## src/rtl/muldiv_pkg.sv

```systemverilog
// Operation/state encodings and operand-signedness helpers for the RV32M unit.
package muldivPkg;

    typedef enum logic [2:0] {
        MUL    = 3'd0,
        MULH   = 3'd1,
        MULHSU = 3'd2,
        MULHU  = 3'd3,
        DIV    = 3'd4,
        DIVU   = 3'd5,
        REM    = 3'd6,
        REMU   = 3'd7
    } md_op;

    typedef enum logic [1:0] {
        IDLE = 2'd0,
        CALC = 2'd1,
        DONE = 2'd2
    } md_state;

    function automatic logic is_signed_rs1(input md_op op);
        return op inside {MUL, MULH, MULHSU, DIV, REM};
    endfunction

    function automatic logic is_signed_rs2(input md_op op);
        return op inside {MUL, MULH, DIV, REM};
    endfunction

    function automatic logic is_div(input md_op op);
        return op inside {DIV, DIVU, REM, REMU};
    endfunction

endpackage

```

## src/rtl/rysy_pkg.sv

```systemverilog
// Core-wide configuration shared by the rysy execution units.
package rysyPkg;
    localparam int unsigned REG_LEN = 32;
endpackage

```

## src/rtl/muldiv_unit_fixup.sv

```systemverilog
// Sign restoration and result selection from the raw magnitude datapath value.
module muldiv_fixup
    import muldivPkg::*;
#(
    parameter int unsigned REG_LEN = rysyPkg::REG_LEN
) (
    input  md_op                   op,
    input  logic [2*REG_LEN-1:0]   raw,
    input  logic                   neg_res,
    input  logic                   neg_rem,
    output logic [REG_LEN-1:0]     result
);

    logic [2*REG_LEN-1:0] prod_s;

    // Divide ops keep {remainder, quotient} in the same register as the product.
    always_comb begin
        prod_s = neg_res ? -raw : raw;
        result = '0;
        case (op)
            MUL:                 result = prod_s[REG_LEN-1:0];
            MULH, MULHSU, MULHU: result = prod_s[2*REG_LEN-1:REG_LEN];
            DIV, DIVU:           result = neg_res ? -raw[REG_LEN-1:0] : raw[REG_LEN-1:0];
            default:             result = neg_rem ? -raw[2*REG_LEN-1:REG_LEN]
                                                  : raw[2*REG_LEN-1:REG_LEN];
        endcase
    end

endmodule

```

## src/rtl/muldiv_unit.sv

```systemverilog
// Iterative RV32M multiply/divide unit: one shift-add or restoring-divide step per cycle,
// with a single-cycle fast path for divide-by-zero and signed overflow.
module muldiv_unit
    import muldivPkg::*;
#(
    parameter int unsigned REG_LEN = rysyPkg::REG_LEN
) (
    input  logic               clk,
    input  logic               rst_n,
    input  logic               start,
    input  md_op               op,
    input  logic [REG_LEN-1:0] alu_in1,
    input  logic [REG_LEN-1:0] alu_in2,
    input  logic               flush,
    output logic               busy,
    output logic               done,
    output logic [REG_LEN-1:0] result
);

    localparam int unsigned CW = $clog2(REG_LEN + 1);
    localparam logic [REG_LEN-1:0] MIN_NEG = {1'b1, {(REG_LEN-1){1'b0}}};

    md_state              state, state_nx;
    md_op                 op_q;
    logic [2*REG_LEN-1:0] prod_q, prod_nx;
    logic [REG_LEN-1:0]   opb_q, result_q, fixed, fast_res, mag1, mag2;
    logic [CW-1:0]        cnt_q;
    logic                 neg_res_q, neg_rem_q, s1, s2;
    logic                 accept, take_fast, finish, div_zero, div_ovf;
    logic [REG_LEN:0]     rem_sh, diff, sum;

    always_comb begin
        s1       = is_signed_rs1(op) && alu_in1[REG_LEN-1];
        s2       = is_signed_rs2(op) && alu_in2[REG_LEN-1];
        mag1     = s1 ? -alu_in1 : alu_in1;
        mag2     = s2 ? -alu_in2 : alu_in2;
        div_zero = is_div(op) && (alu_in2 == '0);
        div_ovf  = (op == DIV || op == REM) && (alu_in1 == MIN_NEG) && (alu_in2 == '1);
        fast_res = '0;
        if (div_zero)
            fast_res = (op == DIV || op == DIVU) ? '1 : alu_in1;
        else if (div_ovf)
            fast_res = (op == DIV) ? MIN_NEG : '0;
    end

    // prod_q starts as {0, rs1 magnitude}: multiplier for MUL*, dividend for DIV*.
    always_comb begin
        rem_sh = prod_q[2*REG_LEN-1:REG_LEN-1];
        diff   = rem_sh - {1'b0, opb_q};
        sum    = {1'b0, prod_q[2*REG_LEN-1:REG_LEN]} + (prod_q[0] ? {1'b0, opb_q} : '0);
        if (is_div(op_q)) begin
            if (!diff[REG_LEN])
                prod_nx = {diff[REG_LEN-1:0], prod_q[REG_LEN-2:0], 1'b1};
            else
                prod_nx = {prod_q[2*REG_LEN-2:0], 1'b0};
        end else begin
            prod_nx = {sum, prod_q[REG_LEN-1:1]};
        end
    end

    muldiv_fixup #(.REG_LEN(REG_LEN)) u_fixup (
        .op      (op_q),
        .raw     (prod_nx),
        .neg_res (neg_res_q),
        .neg_rem (neg_rem_q),
        .result  (fixed)
    );

    always_ff @(posedge clk or negedge rst_n) begin
        if (!rst_n) state <= IDLE;
        else        state <= state_nx;
    end

    always_comb begin
        state_nx  = state;
        accept    = 1'b0;
        take_fast = 1'b0;
        finish    = 1'b0;
        case (state)
            CALC: begin
                if (flush) begin
                    state_nx = IDLE;
                end else if (cnt_q == CW'(1)) begin
                    state_nx = DONE;
                    finish   = 1'b1;
                end
            end
            default: begin
                state_nx = IDLE;
                if (start && !flush) begin
                    accept    = 1'b1;
                    take_fast = div_zero || div_ovf;
                    state_nx  = (div_zero || div_ovf) ? DONE : CALC;
                end
            end
        endcase
    end

    always_ff @(posedge clk or negedge rst_n) begin
        if (!rst_n) begin
            op_q      <= MUL;
            prod_q    <= '0;
            opb_q     <= '0;
            neg_res_q <= 1'b0;
            neg_rem_q <= 1'b0;
            cnt_q     <= '0;
            result_q  <= '0;
        end else if (accept) begin
            op_q      <= op;
            prod_q    <= {{REG_LEN{1'b0}}, mag1};
            opb_q     <= mag2;
            neg_res_q <= s1 ^ s2;
            neg_rem_q <= s1;
            cnt_q     <= CW'(REG_LEN);
            if (take_fast)
                result_q <= fast_res;
        end else if (state == CALC && !flush) begin
            prod_q <= prod_nx;
            cnt_q  <= cnt_q - CW'(1);
            if (finish)
                result_q <= fixed;
        end
    end

    assign busy   = (state == CALC);
    assign done   = (state == DONE);
    assign result = result_q;

endmodule

```

## config.mk

```make
export PLATFORM = sky130hd
export DESIGN_NAME = muldiv_unit
export DESIGN_NICKNAME = d
export VERILOG_FILES = /design/src/rtl/muldiv_pkg.sv /design/src/rtl/rysy_pkg.sv /design/src/rtl/muldiv_unit_fixup.sv /design/src/rtl/muldiv_unit.sv
export SDC_FILE = /design/constraint.sdc
export NUM_CORES = 1
export LEC_CHECK = 0
export CELL_PAD_IN_SITES_DETAIL_PLACEMENT = 0
export CELL_PAD_IN_SITES_GLOBAL_PLACEMENT = 1
export CORE_MARGIN = 1
export CORE_UTILIZATION = 40
export DETAILED_ROUTE_END_ITERATION = 16
export GPL_TIMING_DRIVEN = 1
export PLACE_DENSITY = 0.82
export SLEW_MARGIN = 25
export SYNTH_ARGS = -nofsm -noshare
export SYNTH_HDL_FRONTEND = slang
export SYNTH_SLANG_ARGS = --single-unit
```

## constraint.sdc

```tcl
create_clock -name clk -period 5.95 [get_ports clk]
set_input_delay 0.8925 -clock clk [delete_from_list [all_inputs] [get_ports clk]]
set_output_delay 0.8925 -clock clk [all_outputs]
set_load 0.05 [all_outputs]
```

==> results by group <==
Logic synthesis
  – Yosys warns: 0
  – Main flop type after synthesis: dfrtp_1
  – Synthesized net count: 2,241
  – Syn avg cell area: 7.344 sq um
  – Sequential share of the synthesized area: 0.2291
  – Area leader, netlist: dfrtp_1
  – Post-Synth Adder-Cell Area: 0.06028
  – Share of Yosys cell area claimed by the top area cell type: 0.2291
  – Mapped Area: 15,400 sq um
  – Post-synth EDFFs: 0
  – Yosys cell types: 95
  – Largest family of logic cells by synthesized area: compound AO/OA/AOI/OAI gates
  – Ys async rst share: 1.000
  – Commonest cells in the netlist: nand2_1 (289), o21ai_0 (251), nor2_1 (145)
  – Compound-gate portion of the synthesized area: 0.2980
  – Most frequent cell after synthesis: nand2_1
  – XOR/XNOR share of the synthesized area: 0.09781
  – #FFs+latches synth: 141
  – Gate Count Post-Synth: 2,097
  – Post-synthesis simple-gate area fraction: 0.2340
  – Post-synthesis mux area share: 0.02770
  – Ranking of synthesized cells by area: dfrtp_1 (23%), o21ai_0 (8.2%), nand2_1 (7.0%), ha_1 (5.8%), xnor2_1 (5.6%)

Global routing
  – Largest net degree at the start of global routing: 64
  – Initial antenna violation count: 2
  – Total Routing Usage GR: 0.3255
  – Total gr overflow: 0
  – Number of global-route vias before repair: 15,690
  – First-pass GRT wire length: 96,710 microns

Clocking
  – Setup Buffers After CTS: 0
  – Max clock buf depth: 2
  – Clk root buf: clkbuf_16
  – Clk sinks: 141
  – Hold-fix buffers, CTS: 0
  – H-tree Lvls: 4
  – Worst-Skew Late Latency: 0.47 ns
  – CTS tree: done
  – CTS buffer count: 17
  – Clock-pin slew on the worst setup and hold paths: 0.08 ns

Worst setup path
  – Critical Path, Cell by Cell: ha_1, nand2_1, nor2_2, and4_1, a21boi_1, or3_1, nand2_1, a21oi_1, a21oi_1, inv_1, ha_1, nand3_1, nor3_1, a211o_1, nand4_1, or2_2, o21ai_0, xnor2_1, a222oi_1, o211ai_1
  – R2R setup slack: 0.37 ns
  – Max incr delay on CP: 0.54 ns
  – Setup crit end kind: register
  – CP Data Arrival Time: 5.91 ns
  – Startpoint types: register
  – Critical path's top delay family: simple AND/OR/NAND/NOR gates
  – Critical Path RT: 6.28 ns
  – Reg2reg end: result[14]
  – CP max FO: 9
  – CP max-delay cell: ha_1
  – Worst reg2reg startpoint: prod_q[51]
  – Bufs and invs on worst path: 1
  – Crit path kind: register to register
  – Worst R2R Path Depth: 20

Place
  – Post-DP HPWL: 48,960 microns
  – Pre-CTS setup slack: 0.4622 ns
  – Cell Area, Placed: 17,000 sq um
  – # port buffers: 104
  – RD Place Congestion: 1.001

Die
  – Die Span X: 198.2 microns
  – Die area: 39,290 sq um
  – I/O pins: 105
  – Core ar.: 37,760 sq um
  – Chip height: 198.2 microns
  – Cell Rows: 71
  – Initial core utilization: 0.4079

Job
  – Max cap viols: 0

Layout
  – Layout Area Growth over Synthesis: 14.59%
  – Layout cells sized above 1: 0.06928
  – Post-route cell area: 17,650 sq um
  – Filler Cell Count: 3,832
  – Final net count: 2,296

Detailed routing
  – Routed Antenna Nets: 0
  – Remaining DRCs: 0
  – DRT Pass-1 Iters: 6
  – Mean number of vias per cell: 6.290
  – Via Count: 16,840
  – Drt total wl: 63,580 microns
  – DR WL/cell: 23.75 microns
  – First DRT Iteration DRCs: 1,972

Timing
  – Setup TNS: 0 ns
  – RSZ-0062 raised after global routing: false
  – Worst-margin pin slew: 1.023 ns
  – Period minus WS final: 5.580 ns
  – Hold Fails Final Rpt: 0
  – Final Setup Violations: 0
  – Period utilisation layout: 0.9377
  – Setup WS post-layout: 0.3705 ns
  – Max Freq: 179.2 MHz
  – Clock skew: 0.02395 ns
  – Pins Over Slew Limit: 0
  – Worst slew margin: 0.3171

Run status
  – Status: finished clean

Pwr
  – Lkg Pwr: 7.394 nW
  – PwrDens: 522.6 nW/um^2
  – Total chip power: 9.222 mW
  – Maximum vdd drop: 324.2 uV

Hold path
  – Hold/Removal Path Class: input port to async pin
==> what timing repair did <==
action	4_1_cts	5_1_grt
endpoints found under the hold margin	0	0
gates resized for setup	0	3
endpoints found under the setup margin	0	4
==> per-layer routing <==
metal  track usage  up-vias  part of all wire
li1              -     7747                 -
met1        0.4565     8072              0.44
met2        0.4860      886              0.43
met3       0.07273      134             0.096
met4        0.1146        0             0.033
met5             0        -                 0
==> how the worst max path moves through the flow <==
| stage | cells after the start | from | end |
|---|---|---|---|
| 4_1_cts | 17 | prod_q[0] | result[31] |
| 3_3_place_gp | 16 | prod_q[0] | result[31] |
| 5_1_grt | 21 | prod_q[49] | result[20] |
| 6_report | 20 | prod_q[51] | result[14] |
| 3_5_place_dp | 17 | prod_q[0] | result[31] |
| 2_1_floorplan | 29 | prod_q[31] | result[30] |
==> flip-flops by register name, indices dropped and copies added (netlist names) <==
name / cells
cnt_q: 6
neg_rem_q: 1
neg_res_q: 1
op_q: 3
opb_q: 32
prod_q: 64
result: 32
state: 2
==> area by class of cell <==
cell class              instances  area, sq um  share of cell area
multi-input cells            1757        11110              0.6293
flip-flops and latches        141         3532              0.2001
repair buffers                162         1498             0.08486
well taps                     511        639.4             0.03623
clock buffers                  18        439.2             0.02488
inverters                      73        274.0             0.01553
clock inverters                14        157.7            0.008933
diodes                          1        2.502           0.0001418
==> where the power goes <==
part           total, mW  internal (mW)  switching (mW)
combinational       6.43           2.23            4.21
sequential          1.65           1.25           0.396
clock               1.14          0.637           0.505
total               9.22           4.11            5.11
==> through the flow <==
step	cells	util	hold slack (ns)
global route	2676	0.4674	0.4274
finish	2677	0.4674	0.3729
global placement	2643	0.4503	0.4694
floorplan	2097	-	0.4639
detailed placement	2643	0.4503	0.4749
CTS	2675	0.4661	0.4064
==> cell usage in the layout, fill, tap and decap left out, drive strengths merged, types with 71 or more instances in the layout <==
cell | Yosys | routed
nand2 | 289 | 289
a21oi | 137 | 137
ha | 71 | 71
xor2 | 74 | 74
inv | 71 | 77
nor2 | 147 | 147
o21ai | 266 | 266
dfrtp | 141 | 141
clkdlybuf4s50 | 0 | 103
xnor2 | 98 | 98
==> kinds of logic (layout without fill, tap and decap cells) <==
family / after synthesis / in the layout
AO/OA/AOI/OAI: 715 / 715
flip-flops: 141 / 141
XOR/XNOR: 172 / 172
other: 0 / 1
AND/OR/NAND/NOR: 755 / 755
buffers and inverters: 199 / 267
adder cells (fa/ha/maj): 73 / 73
multiplexers: 42 / 42
==> worst register-to-register path, cell delays in order (launching register included) <==
cell      delay (ns)
dfrtp_1         0.52
ha_1            0.54
nand2_1         0.19
nor2_2          0.21
and4_1          0.32
a21boi_1        0.37
or3_1           0.33
nand2_1         0.22
a21oi_1         0.20
a21oi_1         0.10
inv_1           0.13
ha_1            0.28
nand3_1         0.10
nor3_1          0.17
a211o_1         0.21
nand4_1         0.21
or2_2           0.41
o21ai_0         0.23
xnor2_1         0.10
a222oi_1        0.49
o211ai_1        0.13
Note: power is estimated with default switching activity, not from simulation.
